==> config.mk <==
export PLATFORM = sky130hd
export DESIGN_NAME = segment_reader
export DESIGN_NICKNAME = d
export VERILOG_FILES = /design/src/rtl/segment_reader.sv
export SDC_FILE = /design/constraint.sdc
export NUM_CORES = 1
export LEC_CHECK = 0
export CORE_ASPECT_RATIO = 0.5
export CORE_MARGIN = 2
export CORE_UTILIZATION = 43
export DETAILED_ROUTE_END_ITERATION = 8
export MAX_ROUTING_LAYER = met4
export PLACE_DENSITY = 0.65
export SLEW_MARGIN = 0
export SYNTH_ARGS = -nofsm -noshare
export SYNTH_HDL_FRONTEND = slang
export SYNTH_SLANG_ARGS = --single-unit
==> constraint.sdc <==
create_clock -name clk -period 9.16 [get_ports clk]
set_clock_uncertainty 0.15 [all_clocks]
set_input_delay 1.832 -clock clk [delete_from_list [all_inputs] [get_ports clk]]
set_output_delay 1.832 -clock clk [all_outputs]
set_load 0.02 [all_outputs]
==> src/rtl/segment_reader.sv <==
// segment_reader: samples an asynchronous 7-segment pattern, waits until the pattern
// has been steady for STABLE_TICKS sample ticks, then decodes it to a hex nibble and
// queues it in a small FIFO.
//
// Ports:
//   clk, rst_n   - clock, asynchronous active-low reset
//   ena          - enable; low freezes tick sampling (FIFO and err_clr still work)
//   tick         - one-cycle sample strobe
//   seg_in[6:0]  - raw segment pattern, bit0=a .. bit6=g, asynchronous to clk
//   char_ready   - consumer accepts char_out this cycle
//   err_clr      - clears err_flag (wins over a same-cycle error)
//   char_valid   - FIFO non-empty
//   char_out     - hex nibble at FIFO head (0 when empty)
//   fifo_count   - FIFO occupancy
//   err_flag     - sticky: stable non-hex, non-blank pattern seen
//   overflow     - sticky: a character was dropped on a full FIFO
module segment_reader #(
  parameter int unsigned STABLE_TICKS = 3,
  parameter int unsigned FIFO_DEPTH   = 4
) (
  input  logic       clk,
  input  logic       rst_n,
  input  logic       ena,
  input  logic       tick,
  input  logic [6:0] seg_in,
  input  logic       char_ready,
  input  logic       err_clr,
  output logic       char_valid,
  output logic [3:0] char_out,
  output logic [3:0] fifo_count,
  output logic       err_flag,
  output logic       overflow
);

  localparam int unsigned PtrW      = (FIFO_DEPTH > 1) ? $clog2(FIFO_DEPTH) : 1;
  localparam logic [3:0]  StableCnt = 4'(STABLE_TICKS);
  localparam logic [3:0]  DepthCnt  = 4'(FIFO_DEPTH);

  typedef enum logic {StSettle, StStable} state_e;

  // Returns {hit, nibble}; hit=0 for patterns outside the hex table.
  function automatic logic [4:0] decode(input logic [6:0] pat);
    case (pat)
      7'h3F: decode = 5'h10;
      7'h06: decode = 5'h11;
      7'h5B: decode = 5'h12;
      7'h4F: decode = 5'h13;
      7'h66: decode = 5'h14;
      7'h6D: decode = 5'h15;
      7'h7D: decode = 5'h16;
      7'h07: decode = 5'h17;
      7'h7F: decode = 5'h18;
      7'h6F: decode = 5'h19;
      7'h77: decode = 5'h1A;
      7'h7C: decode = 5'h1B;
      7'h39: decode = 5'h1C;
      7'h5E: decode = 5'h1D;
      7'h79: decode = 5'h1E;
      7'h71: decode = 5'h1F;
      default: decode = 5'h00;
    endcase
  endfunction

  logic [6:0]     seg_meta_q, seg_s_q;
  state_e         state_q, state_d;
  logic [6:0]     cand_q, cand_d, last_q, last_d;
  logic [3:0]     cnt_q, cnt_d;
  logic           commit, push, err_set;
  logic [4:0]     dec;
  logic           err_q, err_d, ovf_q, ovf_d;
  logic [3:0]     mem_q [FIFO_DEPTH];
  logic [PtrW-1:0] wptr_q, wptr_d, rptr_q, rptr_d;
  logic [3:0]     fcnt_q, fcnt_d;
  logic           full, empty, pop, wr_en, ovf_set;

  // Stability tracking and commit decode.
  always_comb begin
    state_d = state_q;
    cand_d  = cand_q;
    cnt_d   = cnt_q;
    last_d  = last_q;
    commit  = 1'b0;
    push    = 1'b0;
    err_set = 1'b0;
    dec     = decode(seg_s_q);
    if (tick && ena) begin
      if (seg_s_q != cand_q) begin
        cand_d = seg_s_q;
        cnt_d  = 4'd1;
        if (StableCnt == 4'd1) begin
          state_d = StStable;
          commit  = 1'b1;
        end else begin
          state_d = StSettle;
        end
      end else if (state_q == StSettle) begin
        cnt_d = cnt_q + 4'd1;
        if (cnt_q + 4'd1 == StableCnt) begin
          state_d = StStable;
          commit  = 1'b1;
        end
      end
    end
    // On a commit seg_s_q always equals the (new) candidate.
    if (commit && (seg_s_q != last_q)) begin
      last_d = seg_s_q;
      if (seg_s_q == 7'h00) begin
        push = 1'b0;
      end else if (dec[4]) begin
        push = 1'b1;
      end else begin
        err_set = 1'b1;
      end
    end
  end

  // FIFO control: a full FIFO still accepts a push when a pop frees a slot.
  always_comb begin
    full    = (fcnt_q == DepthCnt);
    empty   = (fcnt_q == 4'd0);
    pop     = !empty && char_ready;
    wr_en   = push && (!full || pop);
    ovf_set = push && full && !pop;
    wptr_d  = wr_en ? wptr_q + PtrW'(1) : wptr_q;
    rptr_d  = pop ? rptr_q + PtrW'(1) : rptr_q;
    fcnt_d  = fcnt_q;
    if (wr_en && !pop) begin
      fcnt_d = fcnt_q + 4'd1;
    end else if (pop && !wr_en) begin
      fcnt_d = fcnt_q - 4'd1;
    end
    err_d = err_clr ? 1'b0 : (err_set ? 1'b1 : err_q);
    ovf_d = ovf_q | ovf_set;
  end

  always_ff @(posedge clk or negedge rst_n) begin
    if (!rst_n) begin
      seg_meta_q <= 7'h00;
      seg_s_q    <= 7'h00;
      state_q    <= StStable;
      cand_q     <= 7'h00;
      last_q     <= 7'h00;
      cnt_q      <= StableCnt;
      wptr_q     <= '0;
      rptr_q     <= '0;
      fcnt_q     <= 4'd0;
      err_q      <= 1'b0;
      ovf_q      <= 1'b0;
      for (int unsigned i = 0; i < FIFO_DEPTH; i++) begin
        mem_q[i] <= 4'h0;
      end
    end else begin
      seg_meta_q <= seg_in;
      seg_s_q    <= seg_meta_q;
      state_q    <= state_d;
      cand_q     <= cand_d;
      last_q     <= last_d;
      cnt_q      <= cnt_d;
      wptr_q     <= wptr_d;
      rptr_q     <= rptr_d;
      fcnt_q     <= fcnt_d;
      err_q      <= err_d;
      ovf_q      <= ovf_d;
      if (wr_en) begin
        mem_q[wptr_q] <= dec[3:0];
      end
    end
  end

  assign char_valid = !empty;
  assign char_out   = empty ? 4'h0 : mem_q[rptr_q];
  assign fifo_count = fcnt_q;
  assign err_flag   = err_q;
  assign overflow   = ovf_q;

endmodule
==> results of run 1 <==
[through the flow]
step / instances / hold WS (ps)
3_5_place_dp: 371 / 186
6_report: 387 / 196
2_1_floorplan: 267 / 181
5_1_grt: 387 / 216
4_1_cts: 387 / 196
3_3_place_gp: 371 / 184
[state kept, by name, indices dropped and copies added, names as in the netlist]
register	count
cnt_q	4
mem_q	16
last_q	7
seg_s_q	7
err_flag	1
fifo_count	4
seg_meta_q	7
rptr_q	2
overflow	1
state_q	1
cand_q	7
wptr_q	2
[per-layer routing]
metal / part of all wire, % / wire length, µm
met1: 49 / 2880
met3: 3.1 / 184
met5: 0 / 0
met2: 47 / 2780
met4: 1.4 / 85
[cell usage in the layout (no fill, tap or decap), types with 2 or more instances in the layout]
cell type,n
dfrtp_1,56
mux2_2,25
clkdlybuf4s50_1,22
xnor2_1,14
inv_1,11
nand2_1,11
ha_1,9
clkbuf_16,9
nor2_1,8
xor2_1,8
a21oi_1,8
o21ai_0,6
nor3_1,5
nand2b_1,5
and2_1,5
and3_1,5
nand3_1,5
mux2i_1,5
mux4_2,4
nand3b_1,4
o211ai_1,4
a311oi_2,3
o22ai_1,3
mux2_1,3
bufinv_16,3
dfstp_2,3
nand4_1,2
a41o_1,2
or2_2,2
nor3b_1,2
nand4b_1,2
o32ai_1,2
a311oi_4,2
a21o_1,2
clkinv_2,2
[worst paths after layout]
path,startpoint,to,slack (ps),cells past startpoint
max,ena,fifo_count[3],4590,13
min reg2reg,seg_meta_q[0],seg_s_q[0],200,0
min,seg_meta_q[0],seg_s_q[0],200,0
min in group asynchronous,rst_n,cand_q[0],1520,2
max reg2reg,seg_s_q[0],fifo_count[3],5380,13
max in group asynchronous,rst_n,mem_q[12],6850,2
[kinds of logic after synthesis]
| logic type | count (synthesis) | synth area share, % |
|---|---|---|
| simple gates | 70 | 14.2 |
| flops | 59 | 45.7 |
| compound gates | 41 | 10.9 |
| mux | 37 | 14.1 |
| buf+inv | 27 | 4.49 |
| xor+xnor | 23 | 6.46 |
| fa+ha+maj | 10 | 4.10 |
[worst register-to-register path, delay by kind of cell, from the launching register on]
family	cells	cell delay (ps)
DFF	1	710
and+or+nand+nor	5	990
buffers and inverters	1	120
AOI/OAI and AO/OA	3	970
adders and majority gates	2	450
xor gates and xnor gates	2	290
[cell type report]
cell class,instances,area (µm²),area share [%]
multi-input cells,181,1610,42.1
flip-flops and latches,59,1480,38.7
clock buffers,11,243,6.34
repair buffers,24,233,6.08
well taps,96,120,3.14
clock inverters,5,100,2.62
inverters,11,41.3,1.08
[where the power goes]
group	total [mW]	switching, mW	internal (mW)
Clock	0.384	0.112	0.272
Combinational	0.140	0.0663	0.0738
Sequential	0.321	0.0381	0.283
Total	0.846	0.217	0.629
==> flow_metrics.tcl, run 1 <==
set metrics [dict create \
    status "complete, no violations" \
    grt_pass1_wl_um 10500 \
    worst-setup-path-type "in2reg" \
    clkTransAtPathRegs_ps 50 \
    total_power_uw 846 \
    ys_seq_area_share_pct 45.7 \
    p_leak_nw 1.64 \
    synth-edff-count 0 \
    dp_slack_ps 4280 \
    gr-usage-met1_pct 20.6 \
    synth_cell_types 61 \
    power_density_nw_per_um2 221 \
    grt_usage_pct 16.9 \
    setup.worst_path.end_class "flip-flop" \
    syn_area_um2 3240 \
    clk_latency_ps 320 \
    setup_ws_ps 4590 \
    ir_drop_mv 0.110 \
    grt_overflow 0 \
    first_pass_iters 4 \
    grt_pass1_vias 2172 \
    use_met3_pct 3.83 \
    slowest_stage "clkdlybuf4s50_1" \
    clock-sinks 59 \
    rsz0062_at_grt "no" \
    numPortBuffers 23 \
    slew_headroom_pct 50.2 \
    hpwl_um 4060 \
    n_fill_cell 637 \
    drive_above_1_share_pct 22.7 \
    synthArstFlopShare_pct 100 \
    nets 309 \
    drt_iter0_markers 138 \
    synth_seq_cells 59 \
    worstMarginPinSlew_ps 747 \
    finalHoldViolations 0 \
    drc 0 \
    clk_path_buf_depth 2 \
    fin_crit_ps 4570 \
    netlist_top_cells_count "56 x dfrtp_1, 25 x mux2_2, 14 x xnor2_1, 11 x inv_1, 11 x nand2_1" \
    drt.antenna.violating_nets 0 \
    vias_per_cell 5.37 \
    synthFlopType "dfrtp_1" \
    die_w_um 127 \
    avgSynthCellArea_um2 12.1 \
    utilization_pct 52.3 \
    critPathMaxFanout 14 \
    fin_area_um2 3830 \
    yosys.area.top_type "dfrtp_1" \
    yosysWarningCount 0 \
    yosys.area.top_type_share_pct 43.3 \
    crit_top_cell "ha_1" \
    crit_chain "clkdlybuf4s50_1 -> nand2_1 -> nor3b_1 -> and4_1 -> and3_1 -> ha_1 -> inv_1 -> ha_1 -> a21o_1 -> a21oi_1 -> xnor2_1 -> nor2_1 -> xor2_1" \
    syn-instance-count 267 \
    die_h_um 65.3 \
    finalSetupTns_ps 0 \
    setup_viol 0 \
    ctsHoldBuffers 0 \
    cts_buffers 9 \
    n_antenna_cell 0 \
    start_util_pct 44.2 \
    drv_cap 0 \
    antenna_found_initial 0 \
    cp_num_buf_inv 2 \
    synth.most_common_cell "dfrtp_1" \
    cts_resized 0 \
    clock.fmax_mhz 219 \
    holdCritPathClass "reg2reg" \
    cp.required_ps 9210 \
    clockRootBuffer "clkbuf_16" \
    pin_count 24 \
    die-area_um2 8280 \
    drv_slew 0 \
    cp-start-kind "primary input" \
    cts_tree "done" \
    yosys-top-cells-area "dfrtp_1 43%, mux2_2 8.7%, xnor2_1 3.8%, ha_1 3.5%, mux4_2 2.8%" \
    synth_fp_nets 290 \
    rows 22 \
    routed_wl_um 5930 \
    post-route-period-util_pct 49.9 \
    cpPeakStageDelay_ps 490 \
    coreArea_um2 7320 \
    placed_area_um2 3480 \
    worstPathArrival_ps 4620 \
    use_met2_pct 28.0 \
    vias 2079 \
    grt_max_degree 60 \
    postCtsSetupBuffers 0 \
    syn2layout_area_growth_pct 18.3 \
    wl_per_cell_um 15.3 \
    path_delay_family "simple AND/OR/NAND/NOR gates" \
    routabilityCongestion 0.751 \
    htree_num_levels 3 \
    top_usage_layer "met2" \
]
Power figures use the tool's default switching activity.
==> run 2, diff against run 1 <==
Settings changed: PLACE_DENSITY 0.65 to 0.67.
Clock period 9.16 ns to 4.2 ns, I/O delays scaled along.
==> run 2 against run 1 <==
Power is 100% higher; sequential power is 120% higher; non-clock buffer count is 2 higher; largest cell class unchanged; largest power group unchanged; highest routed layer unchanged.
==> flow_metrics.tcl, run 2 (synthesized netlist as in run 1, its figures left out) <==
set metrics [dict create \
    regMostFlops "mem_q" \
    start_util_pct 44.2 \
    rows 22 \
    clkTransAtPathRegs_ps 50 \
    ir_drop_mv 0.169 \
    clk_path_buf_depth 2 \
    final_cell_mix "56 x dfrtp_1, 25 x mux2_2, 22 x clkdlybuf4s50_1" \
    clock.fmax_mhz 280 \
    largest_reg_flops 16 \
    mostFrequentLayoutCell "dfrtp_1" \
    cp_num_buf_inv 1 \
    htree_num_levels 3 \
    routabilityCongestion 0.748 \
    die_w_um 127 \
    cts_resized 0 \
    placed_area_um2 3500 \
    hold_end "seg_s_q[6]" \
    postCtsSetupBuffers 0 \
    hpwl_um 4170 \
    setup.worst_path.end_class "flip-flop" \
    grt_usage_pct 16.3 \
    clk_latency_ps 320 \
    setup_viol 0 \
    drt_iter0_markers 103 \
    syn2layout_area_growth_pct 17.3 \
    drv_slew 0 \
    drv_cap 0 \
    n_antenna_cell 0 \
    slowest_stage "dfrtp_1" \
    fin_area_um2 3790 \
    clock-sinks 59 \
    worst-setup-path-type "reg2reg" \
    rsz0062_at_grt "no" \
    ctsHoldBuffers 0 \
    grt_pass1_wl_um 10100 \
    drive_above_1_share_pct 23.2 \
    routed_wl_um 5910 \
    p_leak_nw 1.62 \
    cp-start-kind "flip-flop" \
    nets 311 \
    cpPeakStageDelay_ps 700 \
    crit_chain "xor2_1 -> nor4_4 -> and3_1 -> and4_1 -> and3_1 -> ha_1 -> inv_1 -> ha_1 -> a21o_1 -> a21oi_1 -> xnor2_1 -> nor2_1 -> xor2_1" \
    power_density_nw_per_um2 451 \
    cp.required_ps 4250 \
    holdCritPathClass "reg2reg" \
    finalHoldViolations 0 \
    die_h_um 65.3 \
    whs_path_depth 0 \
    cts_buffers 9 \
    grt_max_degree 49 \
    post-route-period-util_pct 85.1 \
    antenna_found_initial 0 \
    worstHoldStart "seg_meta_q[6]" \
    reg2reg_slack_ps 630 \
    status "complete, no violations" \
    cts_tree "done" \
    grt_overflow 0 \
    grt_pass1_vias 2098 \
    slew_headroom_pct 28.2 \
    fin_crit_ps 3570 \
    clockRootBuffer "clkbuf_16" \
    worstMarginPinSlew_ps 1080 \
    vias_per_cell 5.40 \
    first_pass_iters 5 \
    critPathMaxFanout 18 \
    ff2ff_path_depth 13 \
    drt.antenna.violating_nets 0 \
    numPortBuffers 23 \
    path_delay_family "simple AND/OR/NAND/NOR gates" \
    pin_count 24 \
    coreArea_um2 7320 \
    r2r_end "fifo_count[3]" \
    wl_per_cell_um 15.2 \
    r2r-start "seg_s_q[4]" \
    vias 2099 \
    finalSetupTns_ps 0 \
    worstPathArrival_ps 3620 \
    drc 0 \
    die-area_um2 8280 \
]
==> run 2: cell count changes in the layout (fill, tap and decap cells not counted) <==
cell	before	now
clkinv_2	2	3
bufinv_16	3	1
buf_4	1	3
clkinvlp_4	0	1
==> run 2: per-stage QoR <==
| step | std cells | setup slack (ps) | utilization (%) | total power [mW] | hold slack, ps |
|---|---|---|---|---|---|
| final | 389 | 627 | 51.8 | 1.71 | 195 |
| after global routing | 389 | 342 | 51.8 | 1.80 | 213 |
| after CTS | 389 | 610 | 51.8 | 1.74 | 198 |
| after detailed placement | 373 | 651 | 47.8 | 1.02 | 185 |
| after global placement | 373 | 795 | 47.8 | 0.999 | 183 |
| after floorplan | 267 | 1050 | - | 0.900 | 181 |
==> run 2: area by class of cell <==
cell class | instances | area [µm²]
inverter | 11 | 41.3
fill | 652 | 3530
tap | 96 | 120
clock buffer | 11 | 243
multi-input combinational | 181 | 1610
clock inverter | 5 | 52.6
timing repair buffer | 26 | 248
sequential | 59 | 1480
==> run 2: worst max path at each step <==
stage                     startpoint             to  slack, ps  cells past startpoint
after global placement          tick  fifo_count[3]        800                     13
after detailed placement        tick  fifo_count[3]        650                     13
after CTS                 seg_s_q[4]  fifo_count[3]        610                     13
after global routing      seg_s_q[4]  fifo_count[3]        340                     13
final                     seg_s_q[4]  fifo_count[3]        630                     13
after floorplan           seg_s_q[4]  fifo_count[3]       1050                     14
==> run 2: power by group <==
group	switching [mW]	leakage [nW]	internal (mW)	total [mW]
combinational	0.143	0.750	0.162	0.305
sequential	0.0817	0.727	0.618	0.700
clock	0.237	0.145	0.471	0.708
==> run 2: routing by layer <==
| metal | wire (µm) | vias to the layer above | GRT usage [%] |
|---|---|---|---|
| met2 | 2790 | 43 | 25.5 |
| li1 | - | 1009 | - |
| met3 | 231 | 6 | 4.64 |
| met5 | 0 | - | - |
| met4 | 63 | 0 | 6.18 |
| met1 | 2830 | 1041 | 20.7 |
